===== config.mk =====
export PLATFORM = sky130hd
export DESIGN_NAME = oam_dma_arbiter
export DESIGN_NICKNAME = d
export VERILOG_FILES = /design/src/rtl/oam_dma_arbiter.sv
export SDC_FILE = /design/constraint.sdc
export NUM_CORES = 1
export LEC_CHECK = 0
export CORE_UTILIZATION = 45
export DETAILED_ROUTE_END_ITERATION = 8
export PLACE_DENSITY = 0.77
export SKIP_LAST_GASP = 1
export SLEW_MARGIN = 25
export SYNTH_ARGS = -nofsm -noshare
export SYNTH_HDL_FRONTEND = slang
export SYNTH_SLANG_ARGS = --single-unit

===== constraint.sdc =====
create_clock -name clk -period 4.95 [get_ports clk]
set_clock_uncertainty 0.15 [all_clocks]
set_input_delay 0.99 -clock clk [delete_from_list [all_inputs] [get_ports clk]]
set_output_delay 0.99 -clock clk [all_outputs]
set_load 0.01 [all_outputs]

===== src/rtl/oam_dma_arbiter.sv =====
// OAM DMA controller and CPU/DMA arbiter for the system fabric.
// Owns the DMA register; copies DMA_LEN bytes from {src,8'h00} into OAM.
module oam_dma_arbiter #(
  parameter int          DMA_LEN      = 160,
  parameter logic [15:0] OAM_BASE     = 16'hFE00,
  parameter logic [15:0] DMA_REG_ADDR = 16'hFF46
) (
  input  logic        clk,
  input  logic        reset,
  input  logic [15:0] cpu_addr,
  input  logic [7:0]  cpu_wdata,
  input  logic        cpu_read_en,
  input  logic        cpu_write_en,
  output logic [7:0]  cpu_rdata,
  output logic [15:0] mem_addr,
  output logic [7:0]  mem_wdata,
  output logic        mem_read_en,
  output logic        mem_write_en,
  input  logic [7:0]  mem_rdata,
  output logic        dma_active,
  output logic [1:0]  fsm_state
);

  typedef enum logic [1:0] {
    IDLE   = 2'd0,
    START  = 2'd1,
    ACTIVE = 2'd2
  } state_t;

  localparam logic [7:0] LAST_IDX = 8'(DMA_LEN - 1);

  state_t      state;
  logic [7:0]  src_hi;
  logic [7:0]  idx;
  logic [1:0]  phase;
  logic [7:0]  dma_buf;
  logic        prev_wr;
  logic [15:0] hold_addr;
  logic [7:0]  hold_wdata;

  logic        is_reg;
  logic        high_io;
  logic        trigger;
  logic [7:0]  eff_src;
  logic [15:0] rd_addr;
  logic [15:0] wr_addr;

  assign is_reg  = (cpu_addr == DMA_REG_ADDR);
  assign high_io = (cpu_addr >= 16'hFF00);
  // Only the first clk of a CPU write counts; the second write clk is ignored.
  assign trigger = cpu_write_en & ~prev_wr & is_reg;
  // Echo RAM mapping: sources above DFxx fold back by 0x2000.
  assign eff_src = (src_hi <= 8'hDF) ? src_hi : (src_hi - 8'h20);
  assign rd_addr = {eff_src, idx};
  assign wr_addr = OAM_BASE + {8'h00, idx};

  assign dma_active = (state != IDLE);
  assign fsm_state  = state;

  always_ff @(posedge clk or posedge reset) begin
    if (reset) begin
      state      <= IDLE;
      src_hi     <= 8'hFF;
      idx        <= 8'h00;
      phase      <= 2'd0;
      dma_buf    <= 8'h00;
      prev_wr    <= 1'b0;
      hold_addr  <= 16'h0000;
      hold_wdata <= 8'h00;
    end else begin
      prev_wr <= cpu_write_en;
      if (trigger) begin
        // A trigger in any state restarts and discards the in-flight byte.
        src_hi <= cpu_wdata;
        idx    <= 8'h00;
        phase  <= 2'd0;
        state  <= START;
      end else begin
        case (state)
          START: begin
            if (phase == 2'd3) begin
              phase <= 2'd0;
              state <= ACTIVE;
            end else begin
              phase <= phase + 2'd1;
            end
          end
          ACTIVE: begin
            phase <= phase + 2'd1;
            case (phase)
              2'd0: hold_addr <= rd_addr;
              2'd1: begin
                hold_addr <= rd_addr;
                dma_buf   <= mem_rdata;
              end
              2'd2: begin
                hold_addr  <= wr_addr;
                hold_wdata <= dma_buf;
              end
              default: begin
                if (idx == LAST_IDX) state <= IDLE;
                else                 idx   <= idx + 8'd1;
              end
            endcase
          end
          default: phase <= 2'd0;
        endcase
      end
    end
  end

  always_comb begin
    mem_addr     = cpu_addr;
    mem_wdata    = cpu_wdata;
    mem_read_en  = cpu_read_en & ~is_reg;
    mem_write_en = cpu_write_en & ~is_reg;
    cpu_rdata    = mem_rdata;
    if (state == ACTIVE) begin
      // Fabric belongs to DMA; the address bus holds its last DMA value when idle.
      mem_addr     = hold_addr;
      mem_wdata    = hold_wdata;
      mem_read_en  = 1'b0;
      mem_write_en = 1'b0;
      case (phase)
        2'd0, 2'd1: begin
          mem_addr    = rd_addr;
          mem_read_en = 1'b1;
        end
        2'd2: begin
          mem_addr     = wr_addr;
          mem_wdata    = dma_buf;
          mem_write_en = 1'b1;
        end
        default: ;
      endcase
      if (!high_io) cpu_rdata = 8'hFF;
    end
    if (is_reg) cpu_rdata = src_hi;
  end

endmodule


==> results_dict.tcl <==
set metrics [dict create \
    area_growth_pct 29.9 \
    ys_seq_area_frac 0.442 \
    nets 418 \
    grt_max_degree 54 \
    slowest_stage "or4b_1" \
    synth_seq_cells 53 \
    critical_path_depth 6 \
    gr-total-overflow 0 \
    crit_top_cell "clkdlybuf4s50_1" \
    netlist_area_mm2 0.00302 \
    reg2reg_setup_slack_ps 1990 \
    diodes 0 \
    grt_use_total 0.224 \
    cts_resized 0 \
    setup_tns_ps 0 \
    die_area_mm2 0.00705 \
    slowest_delay_ps 590 \
    setup_viol 0 \
    p_seq_frac 0.499 \
    path_delay_family "buffers and inverters" \
    clk_latency_ps 310 \
    drc 8 \
    drt_first_pass_iters 6 \
    cp_num_buf_inv 3 \
    cts-htree-levels 2 \
    crit_start "cpu_addr[5]" \
    hold_viol 0 \
    cp_max_fo 16 \
    cp.required_ps 3810 \
    num_vias 2556 \
    cts_buffer_depth 2 \
    power.internal_uw 695 \
    swShare 0.211 \
    grt_pass1_wl_um 12600 \
    fmax_mhz 218 \
    rows 29 \
    ir_drop_mv 0.0977 \
    grt_antenna_before_repair 0 \
    fin_crit_sh 0.925 \
    finalPower_uw 881 \
    syn_nets 353 \
    p_comb_frac 0.111 \
    dp_hpwl_um 5390 \
    routedWlPerCell_um 16.7 \
    clkTransAtPathRegs_ps 90 \
    path_class "input port to output port" \
    clockRootBuffer "clkbuf_8" \
    p_leak_uw 0.00169 \
    port_buffers 72 \
    core_area_mm2 0.00642 \
    synth_edf_count 0 \
    drive_above_1_share 0.131 \
    slew_headroom 0.391 \
    cts_sinks 53 \
    syn_inst 308 \
    final_max_slew_viol_count 0 \
    io_pins 73 \
    cts_setup_buffers 0 \
    cts_hold_buffers 0 \
    postSynth.asyncResetShare 1.00 \
    violations "design-rule violations" \
    viasPerCell 5.67 \
    maxCapViolations 0 \
    initial_utilization 0.471 \
    n_fill_cell 552 \
    timing.rr.end "dma_buf[7]$_DFFE_PP0P_" \
    gp_congestion 0.784 \
    cp.arrival_ps 3440 \
    die_x_um 84.0 \
    r2r-start "fsm_state[0]$_DFFE_PP0P_" \
    ant_nets 0 \
    crit_chain "clkdlybuf4s50_1 -> or4b_1 -> or4_1 -> buf_4 -> o211ai_1 -> clkdlybuf4s50_1" \
    yosys_warnings 0 \
    startpoint_type "input port" \
    syn_area_per_cell_um2 9.82 \
    final_common_cell "clkdlybuf4s50_1" \
    min_period_ps 4580 \
    synth_ff_type "dfrtp_1" \
    synthDistinctLibCells 45 \
    clockPowerShare 0.391 \
    regArea_mm2 0.00134 \
    tightestPinTransition_ps 913 \
    p_per_area_mw_per_mm2 224 \
    grt_pass1_vias 2531 \
    drtIter0Drc 183 \
    r2r_cells 6 \
    cp-endpoint "cpu_rdata[6]" \
    drt-total-wl_um 7530 \
    power_switching_uw 186 \
    worst_slack_ps 371 \
    status "finished with violations" \
    final_cell_mix "clkdlybuf4s50_1 (72), dfrtp_1 (45), nor2_1 (27)" \
    multi_input_area_mm2 0.00153 \
    numCtsBuffers 5 \
    crit_path_end_kind "output port" \
    rsz0062_at_grt "no" \
    die_h_um 84.0 \
    pre_cts_slack_ps 373 \
    cts_tree "yes" \
    hold_class "flip-flop to flip-flop" \
]
-- synthesized netlist by cell type, types with 2 or more instances --
| master | n | area, um^2 |
|---|---|---|
| a22oi_1 | 9 | 67.6 |
| o211ai_1 | 8 | 60.1 |
| nand2_1 | 25 | 93.8 |
| nand4_1 | 3 | 18.8 |
| nor2b_1 | 2 | 12.5 |
| mux2_2 | 23 | 259 |
| ha_1 | 9 | 113 |
| dfrtp_1 | 45 | 1130 |
| a21oi_1 | 23 | 115 |
| xnor2_1 | 7 | 61.3 |
| nor2_1 | 27 | 101 |
| clkbuf_1 | 10 | 37.5 |
| buf_2 | 2 | 10.0 |
| clkinv_1 | 2 | 7.51 |
| a211o_1 | 4 | 35.0 |
| nand3_1 | 14 | 70.1 |
| a311o_1 | 2 | 20.0 |
| dfstp_2 | 8 | 210 |
| o21ai_1 | 2 | 10.0 |
| o21ai_0 | 13 | 65.1 |
| buf_1 | 5 | 18.8 |
| mux2i_1 | 9 | 90.1 |
| nor3_1 | 3 | 15.0 |
| o2bb2ai_1 | 6 | 52.6 |
| a211oi_1 | 3 | 22.5 |
| a32o_1 | 8 | 80.1 |
| inv_1 | 16 | 60.1 |
| nor3b_1 | 2 | 15.0 |
| buf_6 | 2 | 22.5 |
-- metal layers --
layer | routed length (um) | global-route usage
met3 | 355 | 0.0425
met4 | 72 | 0.0564
met5 | 0 | 0
met2 | 3810 | 0.374
met1 | 3290 | 0.300
-- power by group through the flow --
stage / clock network (uW) / registers [uW] / logic (uW)
floorplan: 0 / 447 / 32.8
global placement: 0 / 447 / 96.3
detailed placement: 0 / 448 / 98.0
CTS: 349 / 439 / 98.7
global route: 367 / 440 / 106
finish: 344 / 439 / 97.4
-- flip-flops by register name, indices dropped and copies added (netlist names) --
name / cells
prev_wr: 1
hold_addr: 16
idx: 8
dma_buf: 8
hold_wdata: 8
fsm_state: 2
src_hi: 8
phase: 2
-- stage by stage --
stage	cell area (um^2)	utilization	std cells	hold WS [ps]
2_1_floorplan	3020	-	308	307
3_3_place_gp	3790	0.590	443	322
3_5_place_dp	3790	0.591	443	324
4_1_cts	3930	0.612	451	351
5_1_grt	3930	0.612	451	366
6_report	3930	0.612	451	345
-- layout make-up --
class                   instances  area share
multi-input cells             218       0.390
clock buffers                   5      0.0175
flip-flops and latches         53       0.340
repair buffers                 77       0.193
clock inverters                 3      0.0166
well taps                      77      0.0245
inverters                      18      0.0178
-- how the worst min path moves through the flow --
stage	start	to	slack [ps]	cells past startpoint
final	hold_addr[9]$_DFFE_PP0P_	hold_addr[9]$_DFFE_PP0P_	350	1
after global routing	hold_addr[10]$_DFFE_PP0P_	hold_addr[10]$_DFFE_PP0P_	370	1
after CTS	hold_addr[9]$_DFFE_PP0P_	hold_addr[9]$_DFFE_PP0P_	350	1
after detailed placement	hold_addr[9]$_DFFE_PP0P_	hold_addr[9]$_DFFE_PP0P_	320	1
after global placement	hold_addr[10]$_DFFE_PP0P_	hold_addr[10]$_DFFE_PP0P_	320	1
after floorplan	hold_addr[10]$_DFFE_PP0P_	hold_addr[10]$_DFFE_PP0P_	310	1
-- cells by family after synthesis --
| logic type | after synthesis | synth area share |
|---|---|---|
| simple gates | 84 | 0.131 |
| mux | 33 | 0.120 |
| flops | 53 | 0.442 |
| fa+ha+maj | 9 | 0.0372 |
| xor+xnor | 7 | 0.0203 |
| compound gates | 85 | 0.197 |
| buf+inv | 37 | 0.0517 |
(Power assumes the default switching activity.)
